[src/rtl/alu_sequencer.sv]
// Accumulator controller for the 4-bit combinational ALU: accepts LOAD/EXEC/REPEAT/CLEAR
// commands and captures ALU result and flags into acc/c_flag/z_flag.
module alu_sequencer #(
  parameter int W             = 4,
  parameter int CNT_W         = 4,
  parameter bit STOP_ON_CARRY = 1'b0
) (
  input  logic             clk,
  input  logic             reset,
  input  logic             cmd_valid,
  output logic             cmd_ready,
  input  logic [1:0]       cmd_op,
  input  logic [2:0]       cmd_f,
  input  logic [W-1:0]     cmd_data,
  input  logic [CNT_W-1:0] cmd_count,
  output logic [2:0]       alu_f,
  output logic [W-1:0]     alu_a,
  output logic [W-1:0]     alu_b,
  input  logic [W-1:0]     alu_y,
  input  logic             alu_carry,
  input  logic             alu_zero,
  output logic [W-1:0]     acc,
  output logic             c_flag,
  output logic             z_flag,
  output logic             busy,
  output logic             done
);

  // Handshake: a command is taken at a rising edge where cmd_valid && cmd_ready;
  // cmd_ready is high only in IDLE, so a held cmd_valid waits without being dropped.
  typedef enum logic [1:0] {
    ST_IDLE = 2'd0,
    ST_RUN  = 2'd1,
    ST_DONE = 2'd2
  } state_t;

  localparam logic [1:0] OP_LOAD   = 2'b00;
  localparam logic [1:0] OP_EXEC   = 2'b01;
  localparam logic [1:0] OP_REPEAT = 2'b10;
  localparam logic [1:0] OP_CLEAR  = 2'b11;

  state_t           state_q, state_d;
  logic [W-1:0]     acc_q, acc_d;
  logic [W-1:0]     opnd_q, opnd_d;
  logic [2:0]       f_q, f_d;
  logic [CNT_W-1:0] cnt_q, cnt_d;
  logic             c_q, c_d;
  logic             z_q, z_d;

  always_ff @(posedge clk) begin
    if (reset) begin
      state_q <= ST_IDLE;
      acc_q   <= '0;
      opnd_q  <= '0;
      f_q     <= '0;
      cnt_q   <= '0;
      c_q     <= 1'b0;
      z_q     <= 1'b0;
    end else begin
      state_q <= state_d;
      acc_q   <= acc_d;
      opnd_q  <= opnd_d;
      f_q     <= f_d;
      cnt_q   <= cnt_d;
      c_q     <= c_d;
      z_q     <= z_d;
    end
  end

  always_comb begin
    state_d   = state_q;
    acc_d     = acc_q;
    opnd_d    = opnd_q;
    f_d       = f_q;
    cnt_d     = cnt_q;
    c_d       = c_q;
    z_d       = z_q;
    cmd_ready = 1'b0;
    busy      = 1'b0;
    done      = 1'b0;
    unique case (state_q)
      ST_IDLE: begin
        cmd_ready = 1'b1;
        if (cmd_valid) begin
          unique case (cmd_op)
            OP_LOAD: begin
              acc_d   = cmd_data;
              c_d     = 1'b0;
              z_d     = (cmd_data == '0);
              state_d = ST_DONE;
            end
            OP_CLEAR: begin
              acc_d   = '0;
              c_d     = 1'b0;
              z_d     = 1'b1;
              state_d = ST_DONE;
            end
            OP_EXEC: begin
              f_d     = cmd_f;
              opnd_d  = cmd_data;
              cnt_d   = CNT_W'(1);
              state_d = ST_RUN;
            end
            OP_REPEAT: begin
              f_d     = cmd_f;
              opnd_d  = cmd_data;
              cnt_d   = cmd_count;
              state_d = (cmd_count == '0) ? ST_DONE : ST_RUN;
            end
            default: state_d = ST_IDLE;
          endcase
        end
      end
      ST_RUN: begin
        busy  = 1'b1;
        acc_d = alu_y;
        c_d   = alu_carry;
        z_d   = alu_zero;
        // Saturate at zero so the counter can never wrap around.
        cnt_d = (cnt_q != '0) ? cnt_q - CNT_W'(1) : '0;
        if ((cnt_q <= CNT_W'(1)) || (STOP_ON_CARRY && alu_carry)) begin
          state_d = ST_DONE;
        end
      end
      ST_DONE: begin
        busy    = 1'b1;
        done    = 1'b1;
        state_d = ST_IDLE;
      end
      default: state_d = ST_IDLE;
    endcase
  end

  assign alu_f  = f_q;
  assign alu_a  = acc_q;
  assign alu_b  = opnd_q;
  assign acc    = acc_q;
  assign c_flag = c_q;
  assign z_flag = z_q;

endmodule

[config.mk]
export PLATFORM = sky130hd
export DESIGN_NAME = alu_sequencer
export DESIGN_NICKNAME = d
export VERILOG_FILES = /design/src/rtl/alu_sequencer.sv
export SDC_FILE = /design/constraint.sdc
export NUM_CORES = 1
export LEC_CHECK = 0
export ABC_AREA = 1
export ABC_CLOCK_PERIOD_IN_PS = 2100
export CAP_MARGIN = 30
export CORE_MARGIN = 1
export CORE_UTILIZATION = 45
export CTS_BUF_LIST = sky130_fd_sc_hd__clkbuf_4 sky130_fd_sc_hd__clkbuf_8
export CTS_CLUSTER_DIAMETER = 50
export CTS_CLUSTER_SIZE = 14
export DETAILED_ROUTE_END_ITERATION = 8
export DONT_BUFFER_PORTS = 1
export GPL_ROUTABILITY_DRIVEN = 0
export PLACE_DENSITY = 0.64
export SLEW_MARGIN = 10
export SYNTH_ARGS = -nofsm -noshare
export SYNTH_HDL_FRONTEND = slang
export SYNTH_SLANG_ARGS = --single-unit
[constraint.sdc]
create_clock -name clk -period 2.1 [get_ports clk]
set_input_delay 0.525 -clock clk [delete_from_list [all_inputs] [get_ports clk]]
set_output_delay 0.525 -clock clk [all_outputs]
set_load 0.05 [all_outputs]
After elaboration in Yosys (flattened, before gate mapping)
Index checks and enable logic that the tools add are counted.

Register bits after elaboration: 19. Output and inout bits: 20.

Magnitude comparators: 1. Add/subtract/negate cells: 1. Mux-type cells: 21. Equal/unequal tests: 10. Reduce and logical (&&, ||, !) cells: 14.

Operator list (number): $pmux W4 S2 (4); $mux W4 (3); $reduce_and A3 Y1 (4); $logic_not A4 Y1 (2); $eq A2 B2 Y1 const B (3); $mux W1 (6); $mux W2 (3); $ne A2 B2 Y1 const B (3); $ne A3 B1 Y1 const B (2); $pmux W1 S2 (3); $pmux W2 S3 (1); $reduce_or A2 Y1 (3); $eq A2 B1 Y1 const B (2); $le A4 B1 Y1 const B (1); $logic_not A2 Y1 (2); $pmux W2 S2 (1); $reduce_bool A4 Y1 (1); $sub A4 B1 Y4 const B (1); $reduce_and A2 Y1 (1); $reduce_bool A2 Y1 (1).

Longest topological paths before layout
Depth after elaboration: 5. Mapped depth: 10. Gate-level depth less buffers: 10.

Worst setup path before layout
OpenSTA, ideal clock, no wires.

Path kind: register to register. From: register state_q[0]. To: register opnd_q[2] (netlist: alu_b[2]). Library setup time: 119 ps. Data required time: 1981 ps. Arrival time: 1604 ps. Buffers on the path: 1. Slack: 377 ps. Stages on the path, launching flop included: 7. Path through: dfxtp_1 > inv_1 > ha_1 > nand3_1 > buf_2 > o21ai_0 > a21oi_1.

Longest elaborated chain between the ends: 2.

Ends and longest elaborated chain: from (decl) (line 42) `state_t state_q, state_d;`; from (signal assigned) (line 60) `state_q <= state_d;`; $logic_not A2 Y1 (line 81) `unique case (state_q)`; $reduce_and A3 Y1 (no source line); to (signal assigned) (line 62) `opnd_q <= opnd_d;`; to (decl) (line 44) `logic [W-1:0] opnd_q, opnd_d;`.

No other way between the ends. A chain may end at the register's enable or synchronous reset.

Worst setup path in the final report
From: register state_q[0]. To: output port busy.

Longest elaborated chain between the ends: 3. Elaborated cells between the ends (all ways): 4.

Ends and longest elaborated chain: $eq A2 B1 Y1 / $eq A2 B2 Y1 (equally long branches) (line 81); $reduce_or A2 Y1 (no source line) *; $mux W1 * (line 81); to (decl) (line 25) `output logic busy,`.

Every way passes the cells marked *; elsewhere a longest branch is shown, timed or not.

==> reports/qor.txt <==
Status = finished, final reports clean
Synthesized Nets = 200
Max-slew headroom = 65.4%
Die ar. = 0.00269 mm2
CP max-delay cell = ha_1
Slew @ Worst Pin = 518 ps
Flop2flop setup slack = 320 ps
WP data arrival = 1320 ps
Hold Crit Class = in2reg
Post-CTS Hold Fix Bufs = 0
WL/cell = 11.3 um
Dpl hpwl = 1790 um
Layout area overhead = 4.91%
Leakage = 0.566 nW
Final Hold Violating Endpoints = 0
Post-layout minimum cycle time = 1840 ps
Maximum fanout count along the critical path = 3
Initial core utilization = 49.3%
Met1 usage = 24.3%
RR Endpoint = cnt_q[2]
RSZ-0062 raised after global routing = no
Post-DR vias/cell = 4.89
CTS tree = built
Setup bufs post-CTS = 0
Crit-path cells = inv_1 > ha_1
Netlist cell types = 18
Post-synthesis cell area = 0.00112 mm2
Setup Total Neg Slack = 0 ps
Slew Limit Fails = 0
Clock-pin transition on the worst setup and hold timing paths = 120 ps
I/O Buffers = 0
Post-Synthesis Cells = 171
Congestion Overflow GR = 0
Clock sink count = 19
VDD IR-drop max = 0.000396 V
CP Buf/Inv Count = 1
Clock Skew = 6.78 ps
Initial antenna violation count = 0
Dpl ws = 325 ps
Largest net degree at the start of global routing = 16
Final Net Count = 203
Routed WL = 2270 um
Number of global-route vias before repair = 908
Vias = 982
Core area = 0.00228 mm2
YS warnings = 0
CP Capture Type = output port
Post-Place Cells = 197
CP startpoint kind = flip-flop
Routed Antenna Nets = 0
Setup violators final = 0
Root Driver = clkbuf_4
Met2 GRT Util = 30.3%
Layout cells sized above 1 = 8.67%
RR Startpoint = state_q[1]
CP peak stage delay = 560 ps
Die Y = 51.9 um
Bufs on Longest Clock Path = 2
First-pass GRT wire length = 3800 um
Critical path class = reg2out
Row count = 17
Pwr dens = 860 mW/mm2
Worst path required time = 1570 ps
Top Usage Layer GRT = met2
F_max = 0.543 GHz
Most common library cell in the layout ignoring fill and taps = nand2_1
Drt first-iter violations = 18
Seq/Total Area, Yosys = 33.9%
Cell family with most CP delay = adder cells
Post-route cell area = 0.00118 mm2
Mapped Avg Cell Area = 6.56 um2
FILL cells = 239
Die width = 51.9 um
Boundary Pins = 42
FF-to-FF path depth = 9
Met3 usage = 4.68%
CTS buffer count = 3
Max_cap viols = 0
Worst-Skew Late Latency = 300 ps
Post_cts resized = 0
# DRC = 0
CTS H-Tree Depth = 1
Final cell count without fillers = 201
Most frequent cells in the layout = nand2_1 (38), inv_1 (29), nor2_1 (22)
Total Routing Usage GR = 18.7%
Hold-critical path depth = 1
Pwr Total = 0.00101 W
TritonRoute pass-1 iters = 4
Ant diodes = 0
Worst hold endpoint = state_q[0]
Yosys reg bits = 19
Final cycle utilization of the critical path = 87.7%
Min-Delay Startpoint = reset
Placed instance area = 0.00115 mm2
Final worst slack = 258 ps
[report_power, final]
part / switching, W / internal, W / leakage [nW]
Sequential: 0.0000794 / 0.000400 / 0.156
Clock: 0.000122 / 0.0000711 / 0.0177
Combinational: 0.000248 / 0.0000912 / 0.392
[worst max path at each step]
stage | startpoint | end | depth (start not counted)
2_1_floorplan | state_q[0] | alu_b[2] | 6
3_3_place_gp | state_q[1] | cnt_q[2] | 9
3_5_place_dp | state_q[1] | cnt_q[2] | 9
4_1_cts | state_q[0] | busy | 2
5_1_grt | state_q[1] | cnt_q[0] | 9
6_report | state_q[0] | busy | 2
[sequential cells by signal, summed over array words and instances, names as in the netlist]
| signal | count |
|---|---|
| state_q | 2 |
| alu_f | 3 |
| z_flag | 1 |
| acc | 4 |
| alu_b | 4 |
| cnt_q | 4 |
| c_flag | 1 |
[kinds of logic (layout without fill, tap and decap cells)]
kind of cell / after synthesis / count (layout) / synth area share (%)
AND/OR/NAND/NOR: 71 / 71 / 26.1
AO/OA/AOI/OAI: 37 / 37 / 17.9
flip-flops: 19 / 19 / 33.9
adder cells (fa/ha/maj): 7 / 7 / 7.81
buffers and inverters: 37 / 39 / 14.3
[worst register-to-register path: cells and delay by family (launching register included)]
kind / cells / cell delay (ps)
buf+inv: 2 / 290
flops: 1 / 340
fa+ha+maj: 1 / 400
simple gates: 5 / 460
compound gates: 1 / 190
[layout make-up]
class                           count  area [um2]  area share (%)
Sequential cell                    19         380            32.3
Tap cell                           28        35.0            2.98
Timing Repair Buffer                5        37.5            3.19
Inverter                           30         115            9.79
Multi-Input combinational cell    115         581            49.4
Clock buffer                        3        22.5            1.91
Clock inverter                      1        5.00           0.426
[Yosys cell counts, drive strengths merged]
cell type | count | area share, %
a22o | 2 | 1.6
a21oi | 20 | 9.6
ha | 7 | 7.8
inv | 30 | 10
nand2 | 41 | 15
buf | 7 | 4.0
nand3b | 1 | 0.67
nand3 | 6 | 2.7
o21ai | 15 | 6.7
nand4 | 1 | 0.56
nor2 | 22 | 7.4
dfxtp | 19 | 34
[per-stage QoR]
step	hold WS [ps]	utilization (%)
after detailed placement	476	50.5
after global placement	471	50.5
after floorplan	454	-
after global routing	257	51.7
after CTS	262	51.7
final	266	51.7
[layer usage]
metal  part of all wire [%]  vias up
met2                     46       28
met3                    5.7        5
met4                    1.2        0
met5                      0        -
li1                       -      535
met1                     47      414
(Power assumes the default switching activity.)
